<file path="config.mk">
export PLATFORM = sky130hd
export DESIGN_NAME = alu16_stage
export DESIGN_NICKNAME = d
export VERILOG_FILES = /design/src/rtl/alu16_stage.sv
export SDC_FILE = /design/constraint.sdc
export NUM_CORES = 1
export LEC_CHECK = 0
export CAP_MARGIN = 0
export CELL_PAD_IN_SITES_DETAIL_PLACEMENT = 1
export CELL_PAD_IN_SITES_GLOBAL_PLACEMENT = 2
export CORE_ASPECT_RATIO = 0.8
export CORE_MARGIN = 2
export CORE_UTILIZATION = 34
export DETAILED_ROUTE_END_ITERATION = 7
export HOLD_SLACK_MARGIN = 0.03
export PLACE_DENSITY_LB_ADDON = 0.1
export SLEW_MARGIN = 10
export SYNTH_ARGS = -nofsm -noshare
export SYNTH_HDL_FRONTEND = slang
export SYNTH_SLANG_ARGS = --single-unit
export TNS_END_PERCENT = 20
</file>
<file path="constraint.sdc">
create_clock -name clk -period 3.7 [get_ports clk]
set_input_delay 0.37 -clock clk [delete_from_list [all_inputs] [get_ports clk]]
set_output_delay 0.37 -clock clk [all_outputs]
set_load 0.01 [all_outputs]
</file>
<file path="src/rtl/alu16_stage.sv">
// alu16_stage: registered, handshaked Hack-style ALU stage.
// Operands plus {zx,nx,zy,ny,f,no} are evaluated combinationally on accept and
// captured with their zr/ng flags into a two-entry (main + skid) output buffer.
// The main entry drives out/zr/ng/out_valid; in_ready is a registered !skid_valid.
module alu16_stage #(
    parameter int WIDTH = 16
) (
    input  logic             clk,
    input  logic             rst_n,
    input  logic             in_valid,
    output logic             in_ready,
    input  logic [WIDTH-1:0] x,
    input  logic [WIDTH-1:0] y,
    input  logic [5:0]       ctrl,
    output logic             out_valid,
    input  logic             out_ready,
    output logic [WIDTH-1:0] out,
    output logic             zr,
    output logic             ng
);

    logic             zx, nx, zy, ny, fn, no;
    logic [WIDTH-1:0] x1, x2, y1, y2, r, o_c;
    logic             zr_c, ng_c;

    logic             accept, pop;
    logic             skid_valid, skid_valid_nx;
    logic [WIDTH-1:0] skid_out;
    logic             skid_zr, skid_ng;

    assign {zx, nx, zy, ny, fn, no} = ctrl;
    assign accept = in_valid && in_ready;
    assign pop    = out_valid && out_ready;

    // ALU datapath: zero/negate preconditioning, add or AND, optional output negation, flags.
    always_comb begin
        x1   = zx ? '0 : x;
        x2   = nx ? ~x1 : x1;
        y1   = zy ? '0 : y;
        y2   = ny ? ~y1 : y1;
        r    = fn ? (x2 + y2) : (x2 & y2);
        o_c  = no ? ~r : r;
        zr_c = (o_c == '0);
        ng_c = o_c[WIDTH-1];
    end

    // Next skid occupancy; in_ready is registered from this so it never sees in_valid/out_ready directly.
    always_comb begin
        skid_valid_nx = skid_valid;
        if (pop && skid_valid)
            skid_valid_nx = 1'b0;
        else if (accept && out_valid && !pop)
            skid_valid_nx = 1'b1;
    end

    // Buffer update: skid refills main on a pop, otherwise new results fill main first, then skid.
    always_ff @(posedge clk or negedge rst_n) begin
        if (!rst_n) begin
            out_valid  <= 1'b0;
            out        <= '0;
            zr         <= 1'b1;
            ng         <= 1'b0;
            skid_valid <= 1'b0;
            skid_out   <= '0;
            skid_zr    <= 1'b1;
            skid_ng    <= 1'b0;
            in_ready   <= 1'b1;
        end else begin
            skid_valid <= skid_valid_nx;
            in_ready   <= !skid_valid_nx;
            if (pop && skid_valid) begin
                // in_ready is 0 whenever skid is full, so no accept can collide with this shift
                out       <= skid_out;
                zr        <= skid_zr;
                ng        <= skid_ng;
                out_valid <= 1'b1;
            end else if (accept && (!out_valid || pop)) begin
                out       <= o_c;
                zr        <= zr_c;
                ng        <= ng_c;
                out_valid <= 1'b1;
            end else if (accept) begin
                skid_out  <= o_c;
                skid_zr   <= zr_c;
                skid_ng   <= ng_c;
            end else if (pop) begin
                out_valid <= 1'b0;
            end
        end
    end

endmodule

</file>
==> impl_metrics.ini <==
[placement]
gp_congestion = 0.833
dp.final_hpwl_mm = 8.53
dp_cells = 668
portBuffers = 61
dp_slack_ns = -0.412

[synthesis]
yosysUniqueCellTypes = 64
synth-edff-count = 0
synth_ff_type = dfrtp_1
synth_top_family_by_area = compound AO/OA/AOI/OAI gates
synth_fa_ha_area_frac = 0.0625
muxShareOfSynthArea = 0.0270
synthSimpleGateAreaFrac = 0.229
synth.most_common_cell = nand2_1
syn-cell-area_mm2 = 0.00352
seq_area_frac_synth = 0.264
async_reset_ff_frac = 1.00
synth_commonest_cells = 44 x nand2_1, 43 x xnor2_1, 34 x dfrtp_1, 34 x nand2b_1, 28 x a21oi_1
yosysTopAreaCellShare = 0.241
synth_compound_area_frac = 0.246
synthesis.nets = 484
ys_ff_latch = 37
synthCells = 425
synth_xor_area_frac = 0.127
synth_area_leaders = dfrtp_1 24%, xnor2_1 11%, nand2b_1 6.0%
syn-mean-instance-area_um2 = 8.29
synth_largest_area_cell = dfrtp_1
ys_warn_count = 0

[pwr]
p_per_area_mw_per_mm2 = 527
finalPower_uw = 2630
p_leak_uw = 0.00209
irDropWorstVdd_mv = 0.231

[finish]
nFillCells = 1248
area_delta_synth_final_pct = 41.4
fin_cells = 676
drive_above_1_share = 0.215
num_antenna_cells = 0
nets = 594

[clock_network]
htree_num_levels = 2
cts.root.buffer_cell = clkbuf_16
cts.sinks = 37
clock_latency_ns = 0.28
clock_path_buffers = 2
cts_buffers = 5
cts_tree = yes
clk_pin_slew_worst_paths_ns = 0.05
cts_hold_buffers = 0
cts_setup_buffers = 0

[sta]
finalClockSkew_ns = 0.00438
hold_viol = 0
worst_slack_ns = 0.120
relSlewSlack = 0.370
fmax_mhz = 279
tns_ns = 0
rsz0062_at_grt = true
worstMarginPinSlew_ns = 0.944
slew_violations = 0
fin_crit_ns = 3.58
setup_viol = 0
period_share = 0.968

[critical_path]
critPathLaunch = ctrl[5]
critPathKind = in2reg
cp.required_ns = 3.89
cp_max_fo = 13
crit_arrival_ns = 3.77
rr_startpoint = in_ready
end_kind = flop
cp-start-kind = input pin

[drt]
vias = 3537
drt_drc_violations_left = 0
drt_iter0_drc = 98
first_pass_iters = 4
wl_mm = 11.0
wl_per_cell_um = 16.2
viasPerCell = 5.23
final_antenna_net_count = 0

[floorplanning]
row_count = 33
start_util = 0.347
dieWidth_um = 118
die_area_mm2 = 0.0112
die_h_um = 95.1
io_pins = 62
core_mm2 = 0.0102

[grt]
antenna_found_initial = 0
grtUsageTotal = 0.200
grt_start_max_net_pins = 38
grt_pass1_vias = 3615
grt_pass1_wl_mm = 18.1
grt_overflow = 0

[run]
drv_cap = 0

[worst_hold_path]
hp-start = skid_zr
hold_path_class = reg2reg

[run_status]
status = finished, final reports clean
placed cells by master (no fill, tap or decap), types with 3 or more instances in the layout:
| cell | netlist | layout |
|---|---|---|
| ha_1 | 16 | 15 |
| inv_1 | 9 | 9 |
| o21ai_0 | 25 | 25 |
| nand3b_1 | 5 | 5 |
| a211oi_1 | 6 | 5 |
| o211ai_1 | 9 | 9 |
| mux2i_1 | 5 | 5 |
| nand2_1 | 44 | 44 |
| a31oi_1 | 7 | 7 |
| nand4_1 | 4 | 4 |
| mux2_2 | 4 | 4 |
| nand2b_1 | 34 | 34 |
| a21oi_1 | 28 | 26 |
| a211oi_2 | 2 | 3 |
| and3b_1 | 4 | 4 |
| a2111oi_4 | 2 | 3 |
| xnor2_2 | 0 | 3 |
| nor3b_1 | 4 | 4 |
| nor3_1 | 3 | 3 |
| nor2_1 | 25 | 25 |
| and3_1 | 4 | 4 |
| buf_4 | 1 | 71 |
| clkbuf_16 | 0 | 5 |
| xnor2_1 | 43 | 40 |
| o21a_1 | 6 | 6 |
| o31ai_1 | 4 | 3 |
| clkdlybuf4s50_1 | 0 | 61 |
| xor2_1 | 8 | 8 |
| a21o_1 | 5 | 5 |
| a221oi_2 | 0 | 3 |
| nand3_1 | 4 | 4 |
| dfstp_2 | 3 | 3 |
| nor2b_1 | 6 | 6 |
| dfrtp_1 | 34 | 34 |
flip-flops by register name, indices dropped and copies added, names as in the netlist:
name        cells
in_ready        1
out_valid       1
skid_zr         1
skid_valid      1
skid_out       16
zr              1
out            16
report_power, final:
part | total, µW | leakage [µW] | switching [µW] | internal, µW
combinational | 1470 | 0.00156 | 720 | 749
clock | 444 | 0.0000799 | 159 | 285
sequential | 711 | 0.000449 | 117 | 594
total | 2630 | 0.00209 | 996 | 1630
final timing paths:
kind / slack [ns] / depth (start not counted) / endpoint
min in group asynchronous: 0.52 / 2 / out[1]
max in group asynchronous: 2.82 / 2 / skid_zr
worst max register to register: 1.85 / 5 / zr
worst max-delay path: 0.12 / 13 / zr
worst min register to register: 0.47 / 2 / skid_zr
worst min-delay path: 0.47 / 2 / skid_zr
logic make-up (layout without fill, tap and decap cells):
logic type,count (synthesis),in the layout
AO/OA/AOI/OAI,121,121
AND/OR/NAND/NOR,150,150
buffers and inverters,40,151
XOR/XNOR,51,51
flip-flops,37,37
adder cells (fa/ha/maj),17,17
multiplexers,9,9
layer usage:
layer / track usage / up-vias / wire length (µm)
met5: 0 / - / 0
met4: 0.0281 / 0 / 80
met3: 0.0359 / 9 / 370
met2: 0.338 / 63 / 5040
met1: 0.274 / 1730 / 5470
li1: - / 1735 / -
stage by stage:
stage	util	hold slack, ns	area [µm²]
floorplan	-	0.0744	3530
global placement	0.466	0.457	4730
detailed placement	0.466	0.461	4730
CTS	0.482	0.469	4900
global route	0.491	0.497	4980
finish	0.491	0.469	4980
critical path, stage by stage:
cell and delay (ns):
clkdlybuf4s50_1 0.45, buf_6 0.17, nand2b_1 0.16, xnor2_1 0.14
ha_1 0.40, a2111oi_4 0.36, o221ai_2 0.19, a2111oi_4 0.33
nor3b_2 0.09, or4b_4 0.52, a211oi_2 0.22, nand4_1 0.15
o31ai_2 0.21
final cells by class:
type	count	area, µm²	share of cell area
clock buffer	7	153	0.0306
clock inverter	1	5.00	0.00100
inverter	10	37.5	0.00753
multi-input combinational	348	2530	0.508
sequential	37	930	0.186
tap	140	175	0.0351
timing repair buffer	133	1150	0.232
what timing repair did:
item	in CTS	in global routing
endpoints found under the setup margin	2	6
pin swaps	1	3
resized for setup	2	15
Note: power is estimated with default switching activity, not from simulation.
